**src/rtl/apb_regbank.sv**
```systemverilog
`default_nettype none
// ---------------------------------------------------------------------------
// apb_regbank : APB3 slave bank of REGN registers, RO/RW, HW load, wait states
// Revision 1.0
// ---------------------------------------------------------------------------
module apb_regbank #(
  parameter int unsigned       DWIDTH      = 8,
  parameter int unsigned       REGN        = 5,
  parameter int unsigned       AWIDTH      = 3,
  parameter logic [REGN-1:0]   RO_MASK     = '0,
  parameter int unsigned       WAIT_STATES = 0,
  parameter logic [DWIDTH-1:0] RESET_VAL   = '0
) (
  input  logic                   PCLK,
  input  logic                   PRESET,
  input  logic                   PSEL,
  input  logic                   PENABLE,
  input  logic                   PWRITE,
  input  logic [AWIDTH-1:0]      PADDR,
  input  logic [DWIDTH-1:0]      PWDATA,
  output logic [DWIDTH-1:0]      PRDATA,
  output logic                   PREADY,
  output logic                   PSLVERR,
  input  logic [REGN*DWIDTH-1:0] regw_in,
  input  logic [REGN-1:0]        regw_ld,
  output logic [REGN*DWIDTH-1:0] regw_out,
  output logic [REGN-1:0]        regw_we
);

  localparam logic [3:0] WAIT_LIMIT = 4'(WAIT_STATES);

  typedef enum logic [0:0] {
    IDLE   = 1'b0,
    ACCESS = 1'b1
  } state_t;

  state_t            state;
  logic [AWIDTH-1:0] addr_q;
  logic              write_q;
  logic [3:0]        wcnt;

  logic [REGN-1:0]   hit;
  logic [DWIDTH-1:0] rd_val;
  logic              in_range;
  logic              err;
  logic              ready;
  logic              commit;

  // hit decodes the captured index; rd_val decodes the live setup-phase index
  always_comb begin
    hit    = '0;
    rd_val = '0;
    for (int i = 0; i < int'(REGN); i++) begin
      hit[i] = (addr_q == AWIDTH'(i));
      if (PADDR == AWIDTH'(i)) rd_val = regw_out[i*DWIDTH +: DWIDTH];
    end
  end

  assign in_range = |hit;
  assign err      = ~in_range | (write_q & |(hit & RO_MASK));
  assign ready    = (state == ACCESS) & PSEL & PENABLE & (wcnt == WAIT_LIMIT);
  assign commit   = ready & write_q & ~err;
  assign PREADY   = ready;
  assign PSLVERR  = ready & err;

  always_ff @(posedge PCLK or posedge PRESET) begin
    if (PRESET) begin
      state   <= IDLE;
      addr_q  <= '0;
      write_q <= 1'b0;
      wcnt    <= '0;
      PRDATA  <= '0;
      regw_we <= '0;
    end else begin
      regw_we <= commit ? hit : '0;
      case (state)
        IDLE: begin
          if (PSEL && !PENABLE) begin
            state   <= ACCESS;
            addr_q  <= PADDR;
            write_q <= PWRITE;
            wcnt    <= '0;
            if (!PWRITE) PRDATA <= rd_val;
          end
        end
        ACCESS: begin
          if (!PSEL || ready) begin
            state <= IDLE;
          end else if (wcnt != WAIT_LIMIT) begin
            wcnt <= wcnt + 4'd1;
          end
        end
        default: state <= IDLE;
      endcase
    end
  end

  for (genvar g = 0; g < int'(REGN); g++) begin : g_reg
    logic [DWIDTH-1:0] r;

    // APB commit has priority over a same-edge hardware load
    always_ff @(posedge PCLK or posedge PRESET) begin
      if (PRESET) begin
        r <= RESET_VAL;
      end else if (commit && hit[g]) begin
        r <= PWDATA;
      end else if (regw_ld[g]) begin
        r <= regw_in[g*DWIDTH +: DWIDTH];
      end
    end

    assign regw_out[g*DWIDTH +: DWIDTH] = r;
  end

endmodule
`default_nettype wire

```
**config.mk**
```make
export PLATFORM = sky130hd
export DESIGN_NAME = apb_regbank
export DESIGN_NICKNAME = d
export VERILOG_FILES = /design/src/rtl/apb_regbank.sv
export SDC_FILE = /design/constraint.sdc
export NUM_CORES = 1
export LEC_CHECK = 0
export CAP_MARGIN = 20
export CORE_MARGIN = 2
export CORE_UTILIZATION = 34
export CTS_CLUSTER_DIAMETER = 100
export DETAILED_ROUTE_END_ITERATION = 10
export PLACE_DENSITY_LB_ADDON = 0.15
export SYNTH_ARGS = -nofsm -noshare
export SYNTH_HDL_FRONTEND = slang
export SYNTH_SLANG_ARGS = --single-unit
```
**constraint.sdc**
```tcl
create_clock -name PCLK -period 1.88 [get_ports PCLK]
set_clock_uncertainty 0.1 [all_clocks]
set_input_delay 0.188 -clock PCLK [delete_from_list [all_inputs] [get_ports PCLK]]
set_output_delay 0.188 -clock PCLK [all_outputs]
set_load 0.005 [all_outputs]
```
# Word level (Yosys, flattened, before mapping)
# Cells that the tools add are included.
[totals]
reg_bits = 62
wordCells = 77
in_bits = 61
out_inout_bits = 55
[classes]
n_reduce_logical = 22
add_sub_neg = 1
n_mux = 23
bitwise = 9
eq_ne = 11
[op_table]
columns = ["operator", "count"]
rows = [
  ["2-to-1 mux 8 bit", 15],
  ["equality test 3 x 2 -> 1 bit (second input constant)", 4],
  ["2-to-1 mux 4 bit", 3],
  ["nonzero test 2 bit", 5],
  ["one-hot mux 4 bit (2 select lines)", 1],
  ["bitwise AND 1 bit", 6],
  ["equality test 3 x 1 -> 1 bit (second input constant)", 2],
  ["equality test 3 bit (second input constant)", 2],
  ["logical AND 1 bit", 6],
  ["logical NOT 3 bit", 2],
  ["AND reduction 3 bit", 2],
  ["2-to-1 mux 5 bit", 1],
  ["OR reduction 5 bit", 1],
  ["adder 4 x 1 -> 4 bit (second input constant)", 1],
  ["logical NOT 4 bit", 1],
  ["!= test 2 bit (second input constant)", 2],
  ["nonzero test 4 bit", 1],
  ["inverter 1 bit", 3],
  ["logical NOT 1 bit", 2],
  ["2-to-1 mux 1 bit", 2],
  ["!= test 2 x 1 -> 1 bit (second input constant)", 1],
  ["one-hot mux 1 bit (2 select lines)", 1],
  ["AND reduction 2 bit", 1],
  ["logical OR 1 bit", 1],
]

# Depth between registers and ports, before layout
# Gate-level depths: netlist (run 1).
[logic_depth]
depth_word = 7
mapped_depth = 6
mapped_depth_nobuf = 5

# Worst setup path after synthesis (run 1)
# OpenSTA, ideal clock, no wires.
[synth_timing]
path_kind = "reg2reg"
startpoint = "register wcnt[0]"
endpoint = "register g_reg[1].r[0]"
synth_period_minus_slack_ns = 1.702
stages_incl_launch_ff = 7
setup_slack_ns = 0.178
n_path_buf = 1
setup_ns = 0.125
t_arrival_ns = 1.477
required_time_ns = 1.655
path_cell_list = "dfrtp_1 inv_1 ha_1 and4bb_1 buf_6 nand4b_4 mux2_4"
[synth_via]
elab_chain_cells = 6
word_cells_on_any_way = 7
cone_classes = "mux: 1; bitwise: 3; reduce/logical: 3"
[synth_rtl]
columns = ["element", "line", "source"]
rows = [
  ["from (decl)", "40", "logic [3:0] wcnt;"],
  ["from (signal assigned)", "90", "wcnt <= wcnt + 4'd1;"],
  ["logical NOT 4 bit *", "61", "assign ready = (state == ACCESS) & PSEL & PENABLE & (wcnt == WAIT_LIMIT);"],
  ["bitwise AND 1 bit *", "61", ""],
  ["bitwise AND 1 bit * (2 in a row)", "62", "assign commit = ready & write_q & ~err;"],
  ["logical AND 1 bit *", "105", "end else if (commit && hit[g]) begin"],
  ["2-to-1 mux 8 bit or nonzero test 2 bit (tied branches)", "n/a", ""],
  ["to (signal assigned)", "108", "r <= regw_in[g*DWIDTH +: DWIDTH];"],
  ["to (decl)", "99", "logic [DWIDTH-1:0] r;"],
]
# Mark *: on every way between the ends. The rest lies on a longest branch, timed or not.
# A chain may end at the register's enable or synchronous reset.

# Worst setup path in the final report (run 1)
[layout_timing]
startpoint = "register wcnt[1]"
endpoint = "register g_reg[4].r[6]"
[layout_via]
elab_chain_cells = 6
word_cells_on_any_way = 7
cone_classes = "mux: 1; bitwise: 3; reduce/logical: 3"
[layout_rtl]
columns = ["element", "line"]
rows = [
  ["logical NOT 4 bit *", "61"],
  ["bitwise AND 1 bit *", "61"],
  ["bitwise AND 1 bit * (2 in a row)", "62"],
  ["logical AND 1 bit *", "105"],
  ["2-to-1 mux 8 bit or nonzero test 2 bit (tied branches)", "n/a"],
  ["to (signal assigned)", "108"],
  ["to (decl)", "99"],
]
# Marks and branches as above.

==> results of run 1 <==
-- power by group through the flow --
stage,registers [mW],clock network [mW],logic [mW]
final,1.68,1.14,1.39
after global routing,1.71,1.25,1.50
after CTS,1.69,1.18,1.37
after detailed placement,1.71,0,1.33
after global placement,1.71,0,1.32
after floorplan,1.68,0,0.651
-- kinds of logic after synthesis --
logic type / after synthesis
AOI/OAI and AO/OA: 25
adders and majority gates: 2
buffers and inverters: 25
DFF: 62
muxes: 94
and+or+nand+nor: 68
-- synthesized netlist by cell type (2+ instances only) --
cell type / count / area (µm²)
buf_2: 5 / 25.0
buf_4: 3 / 22.5
nand3_1: 4 / 20.0
nor3b_1: 3 / 22.5
nand4b_4: 2 / 47.6
clkbuf_1: 2 / 7.51
nor4bb_1: 7 / 70.1
o31ai_2: 2 / 25.0
a221oi_1: 8 / 70.1
o31ai_1: 6 / 45.0
nor2b_1: 4 / 25.0
buf_6: 2 / 22.5
buf_1: 6 / 22.5
mux2_2: 64 / 721
o211ai_1: 2 / 15.0
mux2_1: 21 / 236
and2_1: 2 / 12.5
o21ai_0: 6 / 30.0
inv_1: 6 / 22.5
dfrtp_1: 62 / 1550
mux2_4: 8 / 120
ha_1: 2 / 25.0
nand2_1: 10 / 37.5
nand3b_1: 2 / 15.0
or2_2: 7 / 43.8
nor2_1: 13 / 48.8
nand4_4: 2 / 42.5
-- metal layers --
| layer | vias to the layer above | wire (µm) | global-route usage |
|---|---|---|---|
| li1 | 1301 | - | - |
| met1 | 1315 | 4350 | 0.221 |
| met2 | 78 | 4650 | 0.286 |
| met3 | 11 | 564 | 0.0365 |
| met4 | 0 | 152 | 0.0629 |
| met5 | - | 0 | 0 |
-- flip-flops by register name, indices dropped and copies added, names as in the netlist --
| register | cells |
|---|---|
| addr_q | 3 |
| g.r | 40 |
| PRDATA | 8 |
| wcnt | 4 |
| regw_we | 5 |
| state | 1 |
| write_q | 1 |
-- cell usage in the layout, fill, tap and decap left out, types with 5 or more instances in the layout --
master,Yosys,final
or2_2,7,7
nor2_1,13,13
o31ai_1,6,6
clkbuf_8,0,10
inv_1,6,5
clkdlybuf4s50_1,0,113
nand2_1,10,10
o21ai_0,6,6
a221oi_1,8,8
nor4bb_1,7,7
dfrtp_1,62,62
mux2_4,8,9
mux2_1,21,20
mux2_2,64,64
buf_4,3,25
-- path summary, 6_finish.rpt --
kind / end / slack, ns
setup / recovery: g_reg[4].r[6] / 0.01
hold / removal: g_reg[3].r[1] / 0.13
setup reg to reg: g_reg[4].r[6] / 0.01
hold reg to reg: PRDATA[2] / 0.40
max in group asynchronous: PRDATA[7] / 1.28
min in group PCLK: PRDATA[2] / 0.40
-- metrics by stage --
| step | utilization | setup TNS (ns) | hold slack [ns] | power [mW] |
|---|---|---|---|---|
| global placement | 0.491 | -2.76 | 0.387 | 3.02 |
| finish | 0.512 | 0 | 0.130 | 4.22 |
| global route | 0.512 | -0.617 | 0.151 | 4.46 |
| floorplan | - | 0 | 0.217 | 2.33 |
| detailed placement | 0.491 | -3.50 | 0.387 | 3.04 |
| CTS | 0.510 | 0 | 0.131 | 4.23 |
-- cell type report --
type / count / area (µm²) / share of cell area
clock buffer: 10 / 138 / 0.0265
multi-input combinational: 190 / 1840 / 0.355
clock inverter: 5 / 50.0 / 0.00965
inverter: 6 / 22.5 / 0.00434
timing repair buffer: 144 / 1410 / 0.273
sequential: 62 / 1550 / 0.299
tap: 136 / 170 / 0.0328
-- critical path, cell delays in order, from the launching register on --
cell and delay (ns):
dfrtp_1 0.38, inv_1 0.06, ha_2 0.17, nor3b_4 0.20, buf_4 0.14, buf_4 0.16
nand4_4 0.17, mux2_1 0.36
-- timing repair --
action / CTS / global route
gates cloned: 0 / 1
resized for setup: 7 / 2
setup endpoints to repair: 2 / 18
hold buffers: 0 / 0
pin swaps: 3 / 0
buffers inserted: 1 / 0
==> metrics.txt, run 1 <==
status finished, final reports clean; WP data required 2.00 ns; RSZ-0062 raised after global routing yes; Port Buf Inserts 115; fin crit period 1.87 ns; Worst Hold Class input pin to asynchronous set/reset pin; Post-Layout Cell Count 553; clock power share 0.271; Reg2Reg Depth 7; final number of max-transition violations 0; routed wire length 9.71 mm; first-pass iteration count of the detailed router 4; row count 37; Post-DP Area 4970 µm²; global-route wire length before repair 14.6 mm; clock sinks 62; Seq pwr share 0.399; Worst-Margin Slew 0.456 ns; GRT Overall Usage 0.172; post-synthesis cell count 276; Design Area, Final 5190 µm²; switch share 0.290; Syn Std Cell Area 3500 µm²; Slew headroom 0.695; Synth Warn # 0; layout cells sized above 1 0.333; Crit path arrival time 1.99 ns; Leakage 2.20 nW; post-synthesis simple-gate area fraction 0.146; final antenna-violating net count 0; Synth Area in Adders 0.00716; final hold viol count 0; Critical Path Start wcnt[1]; crit-path max FO 7; Switch Pwr 1.22 mW; setup ws final 0.0139 ns; CTS tree done; Tcrit/Tclk final 0.993; Synth cell types 42; pre-CTS setup slack -0.137 ns; start of the worst register-to-register path wcnt[1]; Root Driver clkbuf_8; Reg clk slew, reported paths 0.07 ns; Post-synth EDFFs 0; Synth Area in XOR/XNOR 0; worst skew pair latency 0.34 ns; crit path kind flop to flop; Max Cap Viol 0; gpl congestion 0.802; via/cell ratio 4.89; register bit count reported by yosys 62; Comb power frac 0.329; core region area 10100 µm²; DRC Markers 0; Mean Syn Cell Area 12.7 µm²; largest family of logic cells by synthesized area multiplexers; I/O pin cnt 116; internal power 2.99 mW; Initial Utilization 0.345; total gr overflow 0; vias in the first global route 2738; dpl hpwl 7.27 mm; Seq/Total Area, Yosys 0.444; Fill cells 895; post-synthesis compound-gate area fraction 0.0555; Fmax 0.536 GHz; pwr dens 813 nW/µm²; VDD IR max 0.000524 V; Starting DRT DRC Count 102; pin count of the biggest net entering global routing 63; portion of netlist area occupied by mux cells 0.311; Area growth, synth to finish 48.3%; dpl cells 536; die width 105 µm; vias 2705; asr flop ratio synth 1.00; Crit. End Element flop; Primary FF master, synth dfrtp_1; Syn Nets 339; Diodes inserted 0; Die Footprint 11100 µm²; startpoint types flop; initial antenna violation count 0; TritonCTS buffer count 9; CTS Buffer Depth 2; H-tree Lvls 3; Die Y 105 µm; final setup fails 0; Total Nets Final 476; drt wl/cell 17.6 µm
Power figures use the tool's default switching activity.
==> run 2: changes to the inputs <==
--- a/config.mk
+++ b/config.mk
@@ -10,7 +10,7 @@
 export CORE_UTILIZATION = 34
 export CTS_CLUSTER_DIAMETER = 100
 export DETAILED_ROUTE_END_ITERATION = 10
-export PLACE_DENSITY_LB_ADDON = 0.15
+export PLACE_DENSITY_LB_ADDON = 0.25
 export SYNTH_ARGS = -nofsm -noshare
 export SYNTH_HDL_FRONTEND = slang
 export SYNTH_SLANG_ARGS = --single-unit
==> run 2 against run 1 <==
Combinational power grew 4%. Register-to-register slack about the same. Design area is essentially flat. Cell count shrank 0.36%. Core utilization about the same. Critical endpoint is now PSLVERR. First-iteration DRC count grew 13%. Global-route usage rose by 0.86 points. Non-clock buffer count decreased by 3.
==> metrics.txt, run 2 (synthesis results as in run 1) <==
status finished, final reports clean; Diodes inserted 0; Tcrit/Tclk final 0.994; GRT Overall Usage 0.181; global-route wire length before repair 15.5 mm; startpoint types flop; row count 37; WP data required 1.59 ns; CTS Buffer Depth 2; internal power 3.02 mW; I/O pin cnt 116; Total Nets Final 473; crit path kind flop to primary output; Die Footprint 11100 µm²; crit-path max FO 3; Crit path arrival time 1.58 ns; setup TNS 0 ns; Crit. End Element primary output; Area growth, synth to finish 48.4%; slowest cell on the critical path dfrtp_1; final number of max-transition violations 0; via/cell ratio 4.97; Max Cap Viol 0; TritonCTS buffer count 9; clock power share 0.272; Initial Utilization 0.345; core region area 10100 µm²; worst skew pair latency 0.34 ns; clock sinks 62; crit-path cells inv_1 > ha_2 > nor3b_4 > buf_6 > nand3_2 > nor2_1 > buf_2; switch share 0.300; Starting DRT DRC Count 115; vias in the first global route 2835; pin count of the biggest net entering global routing 63; most frequent cells in the layout clkdlybuf4s50_1, mux2_2, dfrtp_1; vias 2739; H-tree Lvls 3; Port Buf Inserts 115; total gr overflow 0; commonest non-fill, non-tap cell in the layout clkdlybuf4s50_1; Fmax 0.535 GHz; final antenna-violating net count 0; die width 105 µm; final hold viol count 0; final core utilization 0.512; fin crit period 1.87 ns; first-pass iteration count of the detailed router 4; Seq pwr share 0.393; Leakage 2.20 nW; RSZ-0062 raised after global routing yes; dpl hpwl 7.40 mm; max reg flops 40; Worst-Margin Slew 0.464 ns; Largest regs g.r: 40 flops, PRDATA: 8 flops, regw_we: 5 flops; VDD IR max 0.000705 V; gpl congestion 0.820; CTS tree done; pre-CTS setup slack -0.132 ns; CP peak stage delay 0.38 ns; drt wl/cell 18.0 µm; DRC Markers 0; Largest Register g.r; Die Y 105 µm; Comb power frac 0.336; Switch Pwr 1.29 mW; routed wire length 9.90 mm; Worst Hold Class input pin to asynchronous set/reset pin; final setup fails 0; Root Driver clkbuf_8; setup ws final 0.0118 ns; Post-CTS Hold Buffers 0; Reg clk slew, reported paths 0.07 ns; initial antenna violation count 0; pwr dens 831 nW/µm²; Slew headroom 0.689; layout cells sized above 1 0.337
## run 2: cell count changes in the layout (fill, tap and decap cells not counted), sizes merged
cell | before | now
buf | 30 | 27
clkbuf | 10 | 9
clkdlybuf4s15 | 1 | 0
clkinvlp | 0 | 1
dlygate4sd2 | 0 | 1
inv | 6 | 7
## run 2: worst max-delay path: cells and delay by family, from the launching register on
| family | cells | cell delay, ns |
|---|---|---|
| simple gates | 3 | 0.38 |
| fa+ha+maj | 1 | 0.18 |
| flops | 1 | 0.38 |
| buf+inv | 3 | 0.31 |
## run 2: path summary, 6_finish.rpt
path                            slack (ns)       endpoint       from  cells past startpoint
worst min register to register        0.41      PRDATA[7]  PRDATA[7]                      2
worst max-delay path                  0.01        PSLVERR    wcnt[0]                      7
max in group asynchronous             1.28  g_reg[2].r[2]     PRESET                      3
worst max register to register        0.02  g_reg[4].r[1]    wcnt[0]                      7
min in group PCLK                     0.41      PRDATA[7]  PRDATA[7]                      2
worst min-delay path                  0.12     regw_we[0]     PRESET                      3
## run 2: layout make-up
cell class | instances | area, µm²
inverter | 6 | 22.5
clock buffer | 9 | 124
tap | 136 | 170
timing repair buffer | 141 | 1390
multi-input combinational | 190 | 1850
clock inverter | 7 | 73.8
fill | 889 | 4950
sequential | 62 | 1550
## run 2: routing by layer
layer | part of all wire | GRT usage | vias up
met5 | 0 | 0 | -
met4 | 0.0072 | 0.0400 | 0
met3 | 0.063 | 0.0557 | 8
met2 | 0.49 | 0.303 | 85
met1 | 0.44 | 0.230 | 1358
li1 | - | - | 1288
## run 2: through the flow
step | cell area (µm²) | hold WS [ns] | cells | power [mW]
global route | 5190 | 0.145 | 551 | 4.57
global placement | 4940 | 0.402 | 531 | 3.02
floorplan | 3500 | 0.217 | 276 | 2.33
finish | 5190 | 0.117 | 551 | 4.31
detailed placement | 4940 | 0.400 | 531 | 3.04
CTS | 5150 | 0.125 | 549 | 4.29
## run 2: timing repair
item | 4_1_cts | 5_1_grt
setup endpoints to repair | 2 | 18
gates resized for setup | 5 | 7
gates cloned | 0 | 1
endpoints found under the hold margin | 0 | 0
pin swaps | 2 | 1
setup buffers | 2 | 1
## run 2: power by group through the flow
stage                     Clock (mW)  Sequential, mW  Combinational, mW
after floorplan                    0            1.68              0.651
after global placement             0            1.72               1.30
after detailed placement           0            1.72               1.32
after CTS                       1.21            1.70               1.38
after global routing            1.28            1.72               1.57
final                           1.17            1.69               1.45
==> edit, RTL diff (config.mk and constraints of run 2) <==
Register the output `PSLVERR`, without a reset; this adds one clock of latency there. The other outputs are not delayed to match.
--- a/src/rtl/apb_regbank.sv
+++ b/src/rtl/apb_regbank.sv
@@ -62,5 +62,7 @@
   assign commit   = ready & write_q & ~err;
   assign PREADY   = ready;
-  assign PSLVERR  = ready & err;
+  always_ff @(posedge PCLK) begin
+    PSLVERR <= ready & err;
+  end
 
   always_ff @(posedge PCLK or posedge PRESET) begin
Behaviour: not the same (Yosys sat finds a counterexample within 4 cycles, from zero or initial values and one cycle with PRESET high).
==> edit against run 2 <==
The flow now finishes with violations (setup timing). Worst setup slack lost 0.17 ns. Final area is 0.24% lower. Power is 13% lower. Worst hold slack better by 0.016 ns. Wire length up 7.8%. Sequential cell count increased by 1. Area after synthesis down 7.2%. Sequential power decreased by 3%.
==> edit: results (changes against run 2) <==
outcome: "finished, violations left"
failed_checks: "setup timing"
list_of_most_frequent_post_synthesis_cells: "sky130_fd_sc_hd__dfrtp_1 (62), sky130_fd_sc_hd__mux2i_1 (47), sky130_fd_sc_hd__nor2_1 (35)"
viasPerCell: 5.07  # +2.0%
global_route.usage.total: 0.208  # +0.0268
first_global_vias: 3028  # +6.8%
clock_insertion_delay_worst_skew_ns: 0.34  # about the same
hpwlAfterDp_mm: 7.53  # +1.7%
gpl.final_weighted_congestion: 0.906  # +10%
setup_viols_final: 40  # +40
worst_path_dominant_cell_family: "simple AND/OR/NAND/NOR gates"
holdCritPathClass: "in -> async"
antenna_found_initial: 0  # unchanged
worst_slew_margin_rel: 0.642  # -0.0469
gate_count_post_synth: 319  # +16%
placement.io_buffers: 115  # unchanged
layout.nets: 524  # +11%
cts-root-buf: "sky130_fd_sc_hd__clkbuf_8"
synthesis.nets: 382  # +13%
largest_voltage_drop_on_the_vdd_net_uv: 551  # -22%
drt_iter0_markers: 167  # +45%
ys_dominant_reg_cell: "sky130_fd_sc_hd__dfrtp_1"
place_area_mm2: 0.00467  # -5.5%
layout-drive-gt1-share: 0.232  # -0.106
synth.yosys.warnings: 0  # unchanged
clk_transition_reported_paths_ns: 0.07  # about the same
wl_met3_um: 630  # +1.3%
cts-htree-levels: 3  # unchanged
asyncSetResetFlopFracSynth: 0.984  # -0.0159
antenna_cells: 0  # unchanged
largest_registers_in_the_final_layout: "g.r (40), PRDATA (8), regw_we (5)"
critical_path.slowest_cell: "sky130_fd_sc_hd__or4_4"
routed-wl-met2_mm: 5.26  # +7.8%
power_leakage_nw: 2.24  # +1.4%
synth_seq_area_share: 0.484  # +0.0407
timing.critical_path.depth: 7  # unchanged
worst_slack_ns: -0.159  # -0.171 ns
grt_first_pass_wirelength_mm: 16.1  # +3.9%
route.final.wire_length_mm: 10.7  # +7.8%
fillCellCount: 828  # -6.9%
numPlacedInstances: 567  # +6.8%
synth_area_leaders: "sky130_fd_sc_hd__dfrtp_1 (48%), sky130_fd_sc_hd__mux2i_1 (15%), sky130_fd_sc_hd__nor2_1 (4.0%)"
power.net_switching_mw: 0.987  # -24%
path_max_fanout: 6  # +3
comb_power_share: 0.232  # -0.104
synth.distinct_cells: 40  # -4.8%
highest-signal-layer: "met4"
critical-path-max-stage-delay_ns: 0.49  # +0.11 ns
routed_metal_1_wirelength_mm: 4.62  # +6.8%
final-instance-count-excl-fill: 595  # +8.0%
reg2reg_depth: 7  # unchanged
## edit: changes by cell type after synthesis, sizes merged, moves of 4 or more
cell    before  now
o21ai        6   27
nand2       10   32
nor4bb       7    0
mux2i        1   47
or2          7    1
a221oi       8    0
nand3b       2    8
a21oi        0   28
nor2        13   37
o211a        0    5
mux2        93    4
clkbuf       3    7
## edit: cells by family after synthesis
| kind of cell | Yosys count | synth area share |
|---|---|---|
| DFF | 63 | 0.484 |
| and+or+nand+nor | 101 | 0.162 |
| AOI/OAI and AO/OA | 75 | 0.138 |
| adders and majority gates | 2 | 0.00771 |
| buffers and inverters | 27 | 0.0494 |
| muxes | 51 | 0.159 |
## edit: power by group through the flow
stage | Sequential, mW | Clock (mW) | Combinational [mW]
after floorplan | 1.63 | 0 | 0.306
after global placement | 1.66 | 0 | 0.818
after detailed placement | 1.66 | 0 | 0.826
after CTS | 1.64 | 1.27 | 0.844
after global routing | 1.65 | 1.33 | 0.943
final | 1.64 | 1.25 | 0.871
## edit: area by class of cell
type	instances	area (um2)	share of cell area
Clock inverter	4	70.1	0.0135
Inverter	7	26.3	0.00508
Tap cell	129	161	0.0312
Timing Repair Buffer	148	1500	0.290
Clock buffer	12	135	0.0261
Sequential cell	63	1570	0.304
Multi-Input combinational cell	232	1710	0.330
## edit: per-layer routing
metal,GRT usage,vias to the layer above
met5,0,-
met4,0.0624,0
met3,0.0559,14
met2,0.337,97
met1,0.273,1489
li1,-,1417
## edit: final timing paths
kind                            from       endpoint  slack, ns
max                          wcnt[0]  g_reg[2].r[5]      -0.16
min                           PRESET  g_reg[0].r[2]       0.13
max reg2reg                  wcnt[0]  g_reg[2].r[5]      -0.16
min reg2reg                PRDATA[0]      PRDATA[0]       0.38
max in group asynchronous     PRESET  g_reg[3].r[7]       1.26
min in group PCLK          PRDATA[0]      PRDATA[0]       0.38
## edit: through the flow
step                      setup TNS (ns)  setup slack [ns]
after floorplan                    -3.55            -0.241
after global placement             -1.11           -0.0633
after detailed placement           -1.91            -0.105
after CTS                          -2.38            -0.118
after global routing               -7.07            -0.248
final                              -3.18            -0.159
## edit: worst min-delay path: stages
cell                              delay [ns]
sky130_fd_sc_hd__clkdlybuf4s50_1        0.41
sky130_fd_sc_hd__inv_2                  0.07
sky130_fd_sc_hd__buf_12                 0.29
## edit: what timing repair did
item / CTS / global route
pin swaps: 5 / 15
gates cloned: 4 / 3
endpoints found under the hold margin: 0 / 0
resized for setup: 15 / 44
buffers inserted: 3 / 3
endpoints found under the setup margin: 29 / 44
